<file path="config.mk">
export PLATFORM = sky130hd
export DESIGN_NAME = ntru_mul_share_arb
export DESIGN_NICKNAME = d
export VERILOG_FILES = /design/src/rtl/ntru_mul_arb_pkg.sv /design/src/rtl/ntru_mul_pipe.sv /design/src/rtl/ntru_mul_share_arb.sv
export SDC_FILE = /design/constraint.sdc
export NUM_CORES = 1
export LEC_CHECK = 0
export CORE_AREA = 2 2 147 77
export CTS_BUF_LIST = sky130_fd_sc_hd__clkbuf_4
export CTS_CLUSTER_DIAMETER = 30
export DETAILED_ROUTE_END_ITERATION = 8
export DIE_AREA = 0 0 149 79
export DONT_BUFFER_PORTS = 1
export PLACE_DENSITY = 0.65
export SYNTH_ARGS = -nofsm -noshare
export SYNTH_HDL_FRONTEND = slang
export SYNTH_SLANG_ARGS = --single-unit
</file>
<file path="constraint.sdc">
create_clock -name clk -period 12 [get_ports clk]
set_input_delay 2.4 -clock clk [delete_from_list [all_inputs] [get_ports clk]]
set_output_delay 2.4 -clock clk [all_outputs]
set_load 0.01 [all_outputs]
</file>
<file path="src/rtl/ntru_mul_arb_pkg.sv">
// -----------------------------------------------------------------------------
// ntru_mul_arb_pkg
//   Shared constants and types for the NTRU multiplier-sharing arbiter.
//   AW/BW/PW are the operand and product widths of the shared 12s x 9ns
//   truncating multiplier. LAT is its register depth.
//   TAG_W is sized for the largest supported requester count (4), so one
//   stage record type serves every legal NREQ. tag_width() gives the minimal
//   tag width for a given count, with a floor of one bit.
// -----------------------------------------------------------------------------
package ntru_mul_arb_pkg;

    localparam int AW       = 12;
    localparam int BW       = 9;
    localparam int PW       = 12;
    localparam int LAT      = 3;
    localparam int NREQ_MAX = 4;
    localparam int STAT_W   = 16;

    function automatic int tag_width(input int nreq);
        return (nreq > 1) ? $clog2(nreq) : 1;
    endfunction

    localparam int TAG_W = tag_width(NREQ_MAX);

    // One pipeline slot: valid flag, issuing requester, and product data.
    typedef struct packed {
        logic             valid;
        logic [TAG_W-1:0] tag;
        logic [PW-1:0]    data;
    } stage_t;

endpackage

</file>
<file path="src/rtl/ntru_mul_pipe.sv">
// -----------------------------------------------------------------------------
// ntru_mul_pipe
//   Three-stage, clock-enable gated truncating multiplier. A valid flag and a
//   requester tag travel alongside the data. Every stage holds while ce = 0.
//   Ports:
//     clk, reset (async, active-low)
//     ce                  - advance all stages
//     in_valid/in_tag     - issue qualifier and requester index
//     in_a (signed AW), in_b (unsigned BW)
//     out_stage           - output stage record (valid, tag, data)
//     busy                - any stage holds a valid issue
// -----------------------------------------------------------------------------
module ntru_mul_pipe
    import ntru_mul_arb_pkg::*;
(
    input  logic             clk,
    input  logic             reset,
    input  logic             ce,
    input  logic             in_valid,
    input  logic [TAG_W-1:0] in_tag,
    input  logic [AW-1:0]    in_a,
    input  logic [BW-1:0]    in_b,
    output stage_t           out_stage,
    output logic             busy
);

    logic             s1_valid;
    logic [TAG_W-1:0] s1_tag;
    logic [AW-1:0]    s1_a;
    logic [BW-1:0]    s1_b;
    stage_t           s2_q;
    stage_t           s3_q;

    logic [PW-1:0]    a_ext;
    logic [PW-1:0]    b_ext;
    logic [PW-1:0]    prod;

    // Only the low PW product bits are kept, and those depend only on the low
    // PW bits of each operand, so a PW x PW multiply of the sign-extended a
    // and zero-extended b gives the truncated signed product directly.
    assign a_ext = PW'($signed(s1_a));
    assign b_ext = PW'(s1_b);
    assign prod  = a_ext * b_ext;

    // Stage 1 captures the granted operands. Operands only load on a real
    // issue so idle cycles do not toggle the multiplier inputs.
    always_ff @(posedge clk or negedge reset) begin
        if (!reset) begin
            s1_valid <= 1'b0;
            s1_tag   <= '0;
            s1_a     <= '0;
            s1_b     <= '0;
        end else if (ce) begin
            s1_valid <= in_valid;
            s1_tag   <= in_tag;
            if (in_valid) begin
                s1_a <= in_a;
                s1_b <= in_b;
            end
        end
    end

    // Stage 2 registers the truncated product.
    always_ff @(posedge clk or negedge reset) begin
        if (!reset) begin
            s2_q <= '0;
        end else if (ce) begin
            s2_q.valid <= s1_valid;
            s2_q.tag   <= s1_tag;
            s2_q.data  <= prod;
        end
    end

    // Stage 3 is the output stage. Data only updates with a valid result, so
    // the shared result bus keeps its last value across bubbles.
    always_ff @(posedge clk or negedge reset) begin
        if (!reset) begin
            s3_q <= '0;
        end else if (ce) begin
            s3_q.valid <= s2_q.valid;
            s3_q.tag   <= s2_q.tag;
            if (s2_q.valid) begin
                s3_q.data <= s2_q.data;
            end
        end
    end

    assign out_stage = s3_q;
    assign busy      = s1_valid | s2_q.valid | s3_q.valid;

endmodule

</file>
<file path="src/rtl/ntru_mul_share_arb.sv">
// -----------------------------------------------------------------------------
// ntru_mul_share_arb
//   Round-robin arbiter that shares one pipelined truncating multiplier among
//   NREQ requesters (1..4). Each issue is tagged with its requester index and
//   the product is routed back to that requester. The whole pipeline stalls
//   while the output result is not accepted.
//   Ports:
//     clk, reset (async, active-low)
//     req_valid/req_ready   - per-requester operand handshake
//     req_a, req_b          - packed operands, requester i at [i*AW +: AW] etc.
//     rsp_valid/rsp_ready   - per-requester result handshake (valid one-hot)
//     rsp_data              - shared result bus
//     busy                  - any issue in flight
//   Optional (macro NTRU_MUL_ARB_STATS_EN):
//     stat_issue_cnt        - per-requester saturating 16-bit issue counters
//     stat_stall_cnt        - saturating count of stall cycles
// -----------------------------------------------------------------------------
module ntru_mul_share_arb
    import ntru_mul_arb_pkg::*;
#(
    parameter int NREQ = 2
)
(
    input  logic [0:0]         clk,
    input  logic               reset,
    input  logic [NREQ-1:0]    req_valid,
    output logic [NREQ-1:0]    req_ready,
    input  logic [NREQ*AW-1:0] req_a,
    input  logic [NREQ*BW-1:0] req_b,
    output logic [NREQ-1:0]    rsp_valid,
    input  logic [NREQ-1:0]    rsp_ready,
    output logic [PW-1:0]      rsp_data,
    output logic               busy
`ifdef NTRU_MUL_ARB_STATS_EN
    ,
    output logic [NREQ*STAT_W-1:0] stat_issue_cnt,
    output logic [STAT_W-1:0]      stat_stall_cnt
`endif
);

    logic [TAG_W-1:0] ptr_q;
    stage_t           out_stage;
    logic             out_ready;
    logic             stall;
    logic             ce;
    logic [NREQ-1:0]  grant;
    logic [TAG_W-1:0] grant_idx;
    logic             grant_any;
    logic             transfer;
    logic [AW-1:0]    sel_a;
    logic [BW-1:0]    sel_b;

    // Pick the ready bit of whichever requester owns the output result.
    always_comb begin
        out_ready = 1'b0;
        for (int i = 0; i < NREQ; i++) begin
            if (out_stage.tag == TAG_W'(i)) begin
                out_ready = rsp_ready[i];
            end
        end
    end

    assign stall = out_stage.valid && !out_ready;
    assign ce    = !stall;

    // Round-robin search: first look at indices at or above the pointer, then
    // wrap around to the ones below it.
    always_comb begin
        grant     = '0;
        grant_idx = '0;
        grant_any = 1'b0;
        for (int i = 0; i < NREQ; i++) begin
            if (!grant_any && req_valid[i] && (TAG_W'(i) >= ptr_q)) begin
                grant_any = 1'b1;
                grant[i]  = 1'b1;
                grant_idx = TAG_W'(i);
            end
        end
        for (int i = 0; i < NREQ; i++) begin
            if (!grant_any && req_valid[i] && (TAG_W'(i) < ptr_q)) begin
                grant_any = 1'b1;
                grant[i]  = 1'b1;
                grant_idx = TAG_W'(i);
            end
        end
    end

    // Ready is withheld while stalled and while reset is asserted, so nothing
    // appears accepted that the pipeline would not capture.
    assign req_ready = grant & {NREQ{ce && reset}};
    assign transfer  = grant_any && ce && reset;

    // Operand mux for the granted requester.
    always_comb begin
        sel_a = '0;
        sel_b = '0;
        for (int i = 0; i < NREQ; i++) begin
            if (grant[i]) begin
                sel_a = req_a[i*AW +: AW];
                sel_b = req_b[i*BW +: BW];
            end
        end
    end

    // The pointer moves just past the requester that was served.
    always_ff @(posedge clk or negedge reset) begin
        if (!reset) begin
            ptr_q <= '0;
        end else if (transfer) begin
            ptr_q <= (grant_idx == TAG_W'(NREQ-1)) ? '0 : grant_idx + 1'b1;
        end
    end

    ntru_mul_pipe u_pipe (
        .clk       (clk),
        .reset     (reset),
        .ce        (ce),
        .in_valid  (transfer),
        .in_tag    (grant_idx),
        .in_a      (sel_a),
        .in_b      (sel_b),
        .out_stage (out_stage),
        .busy      (busy)
    );

    // Route the output valid to the owning requester only.
    always_comb begin
        rsp_valid = '0;
        for (int i = 0; i < NREQ; i++) begin
            rsp_valid[i] = out_stage.valid && (out_stage.tag == TAG_W'(i));
        end
    end

    assign rsp_data = out_stage.data;

`ifdef NTRU_MUL_ARB_STATS_EN
    logic [NREQ-1:0][STAT_W-1:0] issue_cnt_q;
    logic [STAT_W-1:0]           stall_cnt_q;

    // Saturating event counters: issues per requester and stalled cycles.
    always_ff @(posedge clk or negedge reset) begin
        if (!reset) begin
            issue_cnt_q <= '0;
            stall_cnt_q <= '0;
        end else begin
            for (int i = 0; i < NREQ; i++) begin
                if (transfer && grant[i] && (issue_cnt_q[i] != {STAT_W{1'b1}})) begin
                    issue_cnt_q[i] <= issue_cnt_q[i] + 1'b1;
                end
            end
            if (stall && (stall_cnt_q != {STAT_W{1'b1}})) begin
                stall_cnt_q <= stall_cnt_q + 1'b1;
            end
        end
    end

    assign stat_issue_cnt = issue_cnt_q;
    assign stat_stall_cnt = stall_cnt_q;
`endif

endmodule

</file>
**After elaboration in Yosys (flattened, before gate mapping)**

Index checks and enable logic that the tools add are counted.

- Input port bits: 48
- Register bits: 56
- Logic and storage cells: 61
- Output and inout bits: 17

- Add/sub/neg operators: 1
- $mul: 1
- Reductions and logical operators: 21
- Muxes and demuxes: 17
- Bitwise gates (word level): 4
- $lt $le $gt $ge: 4
- Equality and inequality tests: 2

Operators by type and width:

| kind | number |
|---|---|
| two-way mux 12 bit | 2 |
| two-way mux 9 bit | 2 |
| logical AND 1 bit | 13 |
| multiplier 12 x 9 -> 12 bit | 1 |
| two-way mux 1 bit | 10 |
| two-way mux 2 bit | 3 |
| logical NOT 1 bit | 5 |
| == test 2 x 1 -> 1 bit (second input constant) | 2 |
| greater-or-equal comparator 1 x 2 -> 1 bit (first input constant) | 2 |
| less-than comparator 1 x 2 -> 1 bit (first input constant) | 2 |
| AND reduction 2 bit | 2 |
| adder 2 x 1 -> 2 bit (second input constant) | 1 |
| AND 2 bit | 1 |
| logical NOT 2 bit | 1 |
| bitwise OR 1 bit | 2 |
| NOT 1 bit | 1 |

**Logic depth before layout (Yosys ltp)**

Gate-level depths: netlist of run 1.

- Depth after elaboration: 18
- Gate-level depth with buffers: 17
- Mapped depth without buffers: 16

**By module**

From an unflattened synthesis of run 1, not the netlist that was laid out.

- Cells, all modules: 390
- Area total of the unflattened synthesis: 4261.6 um2

Modules (own cells, without submodules):

| module | seq. area each (um2) | cells an instance | instances | area each (um2) |
|---|---|---|---|---|
| ntru_mul_pipe | 1351.3 | 344 | 1 | 3866.2 |
| ntru_mul_share_arb | 25.0 | 46 | 1 | 395.4 |

**Worst setup path before layout of run 1**

OpenSTA, ideal clock, no wires.

- Path type: input to output
- Start: input req_valid[1]
- End: output req_ready[1]
- Required time: 9.600 ns
- Path buffers: 1
- Setup slack: 6.408 ns
- Arrival time: 3.192 ns
- Stages on the path: 3
- Cells stage by stage: a21boi_1 -> clkbuf_1 -> and3_1

- Word-level cells in the longest chain between the ends: 12
- Elaborated cells on any way between the ends: 13
- Those cells by class: 4 x mux; 1 x bitwise; 8 x reduce/logical

RTL lines:

| what | RTL line | source |
|---|---|---|
| start: declaration | ntru_mul_share_arb.sv:26 | `input logic [NREQ-1:0] req_valid,` |
| logical AND 1 bit (2 in series) | ntru_mul_share_arb.sv:73 | `if (!grant_any && req_valid[i] && (TAG_W'(i) >= ptr_q)) begin` |
| two-way mux 1 bit | ntru_mul_share_arb.sv:73 |  |
| logical NOT 1 bit | ntru_mul_share_arb.sv:80 | `if (!grant_any && req_valid[i] && (TAG_W'(i) < ptr_q)) begin` |
| logical AND 1 bit (2 in series) | ntru_mul_share_arb.sv:80 |  |
| two-way mux 1 bit | ntru_mul_share_arb.sv:80 |  |
| logical NOT 1 bit | ntru_mul_share_arb.sv:80 |  |
| logical AND 1 bit (2 in series) | ntru_mul_share_arb.sv:80 |  |
| two-way mux 1 bit (*) | ntru_mul_share_arb.sv:80 |  |
| AND 2 bit (*) | ntru_mul_share_arb.sv:90 | `assign req_ready = grant & {NREQ{ce && reset}};` |
| end: declaration | ntru_mul_share_arb.sv:27 | `output logic [NREQ-1:0] req_ready,` |

Mark *: on every way between the ends. The rest lies on a longest branch, timed or not.

**Worst setup path after layout of run 1**

- Start: input req_valid[0]
- End: output req_ready[0]

- Word-level cells in the longest chain between the ends: 11

RTL lines:

| what | RTL line |
|---|---|
| logical AND 1 bit | ntru_mul_share_arb.sv:73 |
| two-way mux 1 bit | ntru_mul_share_arb.sv:73 |
| logical NOT 1 bit | ntru_mul_share_arb.sv:73 |
| logical AND 1 bit (2 in series) | ntru_mul_share_arb.sv:73 |
| two-way mux 1 bit | ntru_mul_share_arb.sv:73 |
| logical NOT 1 bit | ntru_mul_share_arb.sv:80 |
| logical AND 1 bit (2 in series) | ntru_mul_share_arb.sv:80 |
| two-way mux 1 bit (*) | ntru_mul_share_arb.sv:80 |
| AND 2 bit (*) | ntru_mul_share_arb.sv:90 |

Marked as above.

==> results of run 1 <==
-- worst paths after layout --
path | to | depth (start not counted)
max | req_ready[0] | 2
min | u_pipe.s2_q[4] | 2
max reg2reg | u_pipe.s2_q[11] | 15
min reg2reg | u_pipe.s2_q[4] | 2
max in group asynchronous | u_pipe.a_ext[1] | 0
min in group asynchronous | u_pipe.s2_q[10] | 0
-- logic make-up (layout without fill, tap and decap cells) --
logic type,after synthesis,after routing,synth area share [%]
compound gates,66,66,9.94
xor+xnor,19,19,5.08
buf+inv,91,63,10.0
fa+ha+maj,59,59,25.1
simple gates,136,136,14.4
mux,14,14,3.89
flops,52,52,31.6
-- layer usage --
layer	routed length (um)	vias up	track usage, %	part of all wire [%]
met5	0	-	0	0
met4	64	0	2.86	0.74
met3	514	7	3.79	6.0
met2	3500	81	23.1	41
met1	4520	1319	23.9	53
li1	-	1302	-	-
-- state kept, by name, summed over array words and instances (netlist names) --
register / flops
u_pipe.s1_tag: 1
u_pipe.s1_b: 9
u_pipe.a_ext: 12
ptr_q: 1
u_pipe.s2_q: 14
u_pipe.out_stage: 14
u_pipe.s1_valid: 1
-- through the flow --
| stage | instances | worst slack (ns) | utilization [%] | area, sq um | hold slack (ns) |
|---|---|---|---|---|---|
| floorplan | 437 | 6.41 | - | 4120 | 0.435 |
| global placement | 546 | 6.20 | 38.6 | 4100 | 0.454 |
| detailed placement | 546 | 6.13 | 38.6 | 4100 | 0.456 |
| CTS | 554 | 6.13 | 39.2 | 4160 | 0.486 |
| global route | 554 | 6.03 | 39.2 | 4160 | 0.517 |
| finish | 554 | 6.12 | 39.2 | 4160 | 0.483 |
-- synth_stat cells, types with 3 or more instances --
library cell,count
buf_2,6
and2_1,23
fa_1,39
xor2_1,4
xnor2_1,11
a21oi_1,29
nand2_1,79
dfrtp_1,52
o21bai_1,3
nor2_1,24
buf_4,13
o21ai_0,5
a21o_1,3
mux2_1,12
ha_1,20
nand2b_1,3
inv_1,55
a22oi_1,21
clkbuf_1,15
-- cell type report --
| type | instances | area, sq um |
|---|---|---|
| Fill cell | 1075 | 6450 |
| Multi-Input combinational cell | 294 | 2410 |
| Sequential cell | 52 | 1300 |
| Inverter | 55 | 206 |
| Tap cell | 145 | 181 |
| Clock buffer | 6 | 45.0 |
| Clock inverter | 2 | 13.8 |
==> out/metrics.cfg, run 1 <==
[route]
drt_first_pass_iters=4
drc_errors=0
drt-total-wl_mm=8.60
via_per_inst=4.89
ant_nets=0
dr_total_vias=2709
drt_iter0_markers=173
wire_per_inst_um=15.5

[setup_path]
cp-end-kind=output pin
path_cells=a21boi_2 > and3_1
critPathMaxFanout=22
rrSetupSlack_ns=7.47
cpLargestDelayFamily=compound AO/OA/AOI/OAI gates
worstSetupPathType=input pin to output pin
crit_slowest_cell=a21boi_2
path_buf_inv=0
cp-startpoint=req_valid[0]
crit_path_max_incr_delay_ns=0.73
required_ns=9.60
cp-start-kind=input pin
critPathArrivalTime_ns=3.48
rr_startpoint=u_pipe.s1_b[2]

[layout]
n_antenna_cell=0
area_growth_syn_to_layout_pct=1.00
final_nets=515
drive_gt1_share_pct=3.67
final_cell_mix=79 x nand2_1, 55 x inv_1, 52 x dfrtp_1
final_common_cell=nand2_1

[clock_tree]
cts_tree=done
cts_setup_buffers=0
clockBufferDepth=2
cts_root_buffer=clkbuf_4
clk_pin_slew_worst_paths_ns=0.13
insertion_delay_ns=0.40
cts_resized=0
cts-buffers-inserted=5
cts-hold-fix-buffers=0
cts_sinks=52
cts_max_level=2

[synthesis]
ys_dominant_reg_cell=dfrtp_1
synth_edf_count=0
yosys-top-cells-area=dfrtp_1 32%, fa_1 19%, nand2_1 7.2%
yosysTopAreaCellShare_pct=31.6
synth_top_cell_by_area=dfrtp_1
ys_seq_area_share_pct=31.6
synth_nets=544
synth_seq_cells=52
synth.cell_area_sq_um=4120
synth_cells=437
ys_types=34
synth_async_sr_flop_share_pct=100
yosysWarningCount=0
syn_area_per_cell_sq_um=9.42

[die]
die_width_um=149
initial_core_util_pct=38.8
die_area_sq_um=11800
dieHeight_um=79
row_count=27
core_region_area_sq_um=10600
io_pins=65

[timing]
finalSetupViolations=0
min_period_over_period_pct=49.0
relSlewSlack_pct=18.3
rsz0062_at_grt=false
fin_skew_ns=0.0245
fin_tns_setup_ns=0
fmax_ghz=0.170
period_needed_ns=5.88
drv_slew=0
hold_viol_final=0
tightest_slew_ns=1.23

[outcome]
status=completed

[run]
cap_violations=0

[grt]
grt_pass1_vias=2790
gr-total-overflow=0
grt_pass1_wl_mm=14.2
grt_max_degree=56
grt_antenna_before_repair=0
grt_use_total_pct=15.8

[min_path]
holdCritPathClass=register to register
hold_start=u_pipe.s2_q[4]

[place]
place_hpwl_mm=6.78
finalWeightedCongestion=0.837
io_buffers=0

Power of run 1 is left out: the tool's default activity adds up to more than one toggle a clock period on the data nets, which glitch-free logic cannot reach.
==> run 2, diff against run 1 <==
clock period = 5.65 ns   (was 12 ns; I/O delays follow)
==> out/metrics.cfg, run 2 (synthesized netlist as in run 1, its figures left out) <==
[timing]
finalSetupViolations=0
tightest_slew_ns=1.01
relSlewSlack_pct=32.6
hold-worst-slack_ns=0.403
fmax_ghz=0.221
fin_tns_setup_ns=0
drv_slew=0
fin_skew_ns=0.0295
min_period_over_period_pct=80.0
rsz0062_at_grt=false
setup_ws_ns=1.13
period_needed_ns=4.52
hold_viol_final=0

[die]
io_pins=65
die_area_sq_um=11800
dieHeight_um=79
initial_core_util_pct=38.8
row_count=27
core_region_area_sq_um=10600
die_width_um=149

[clock_tree]
insertion_delay_ns=0.40
cts-hold-fix-buffers=0
cts_tree=done
clk_pin_slew_worst_paths_ns=0.18
cts_resized=0
cts_setup_buffers=0
cts_max_level=2
cts-buffers-inserted=5
cts_sinks=52
cts_root_buffer=clkbuf_4
clockBufferDepth=2

[grt]
grt_pass1_wl_mm=14.6
grt_max_degree=56
grt_antenna_before_repair=0
grt_use_total_pct=16.1
grt_pass1_vias=2890
gr-total-overflow=0

[setup_path]
cp-start-kind=register
crit_slowest_cell=dfrtp_1
worstRegToRegCells=15
path_cells=nand2_1 > fa_1 > inv_1 > fa_1 > ha_1 > inv_1 > fa_1 > inv_1 > ha_1 > a21o_1 > a21oi_1 > o21ai_0 > a31oi_1 > xnor2_1 > mux2_4
worstSetupPathType=register to register
required_ns=5.92
rr_startpoint=u_pipe.s1_b[2]
critPathArrivalTime_ns=4.79
crit_path_max_incr_delay_ns=0.60
rrSetupSlack_ns=1.13
r2r_end=u_pipe.s2_q[11]
critPathMaxFanout=11
cp-end-kind=register

[layout]
area_growth_syn_to_layout_pct=1.31
seq_area_sq_um=1300
multi_input_area_sq_um=2410
final_cell_mix=79 x nand2_1, 55 x inv_1, 52 x dfrtp_1
fill_cells=1044
n_antenna_cell=0
final_common_cell=nand2_1
final_nets=516
drive_gt1_share_pct=3.90

[place]
place_hpwl_mm=6.88
pre_cts_ws_ns=1.23
io_buffers=0
finalWeightedCongestion=0.910

[route]
drc_errors=0
dr_total_vias=2679
drt_iter0_markers=140
drt_first_pass_iters=4
via_per_inst=4.83
wire_per_inst_um=15.6
ant_nets=0
drt-total-wl_mm=8.65

[min_path]
holdCritPathClass=input pin to async pin

[outcome]
status=completed

[run]
cap_violations=0

## run 2: metal layers
layer  vias up  part of all wire [%]  GRT usage [%]
li1       1303                     -              -
met1      1284                    51           24.6
met2        88                    41           23.5
met3         4                   7.2           3.74
met4         0                  0.45           2.95
met5         -                     0              0
## run 2: stage by stage
| step | std cells | cell area, sq um | util (%) |
|---|---|---|---|
| 6_report | 555 | 4170 | 39.3 |
| 5_1_grt | 555 | 4170 | 39.3 |
| 4_1_cts | 555 | 4170 | 39.3 |
| 3_5_place_dp | 547 | 4110 | 38.7 |
| 3_3_place_gp | 547 | 4110 | 38.7 |
| 2_1_floorplan | 437 | 4120 | - |
## run 2: layout make-up
cell class	instances	share of cell area, %
Multi-Input combinational cell	294	57.8
Clock buffer	5	0.900
Tap cell	145	4.35
Inverter	55	4.95
Sequential cell	52	31.2
Timing Repair Buffer	1	0.180
Clock inverter	3	0.630
## run 2: worst max-delay path by stage
| stage | start | depth (start not counted) | slack [ns] | to |
|---|---|---|---|---|
| after detailed placement | u_pipe.s1_b[0] | 15 | 1.23 | u_pipe.s2_q[11] |
| after global routing | u_pipe.s1_b[1] | 15 | 0.92 | u_pipe.s2_q[11] |
| after floorplan | u_pipe.s1_b[2] | 16 | 1.63 | u_pipe.s2_q[11] |
| after global placement | u_pipe.s1_b[2] | 15 | 1.30 | u_pipe.s2_q[11] |
| final | u_pipe.s1_b[2] | 15 | 1.13 | u_pipe.s2_q[11] |
| after CTS | u_pipe.s1_b[0] | 15 | 1.18 | u_pipe.s2_q[11] |
## run 2: worst max-delay path: cells and delay by family, from the launching register on
family	cells	cell delay, ns
xor gates and xnor gates	1	0.11
buffers and inverters	3	0.18
DFF	1	0.60
AOI/OAI and AO/OA	4	0.97
adders and majority gates	5	2.13
muxes	1	0.26
and+or+nand+nor	1	0.14
Power of run 2 is left out for the same reason.
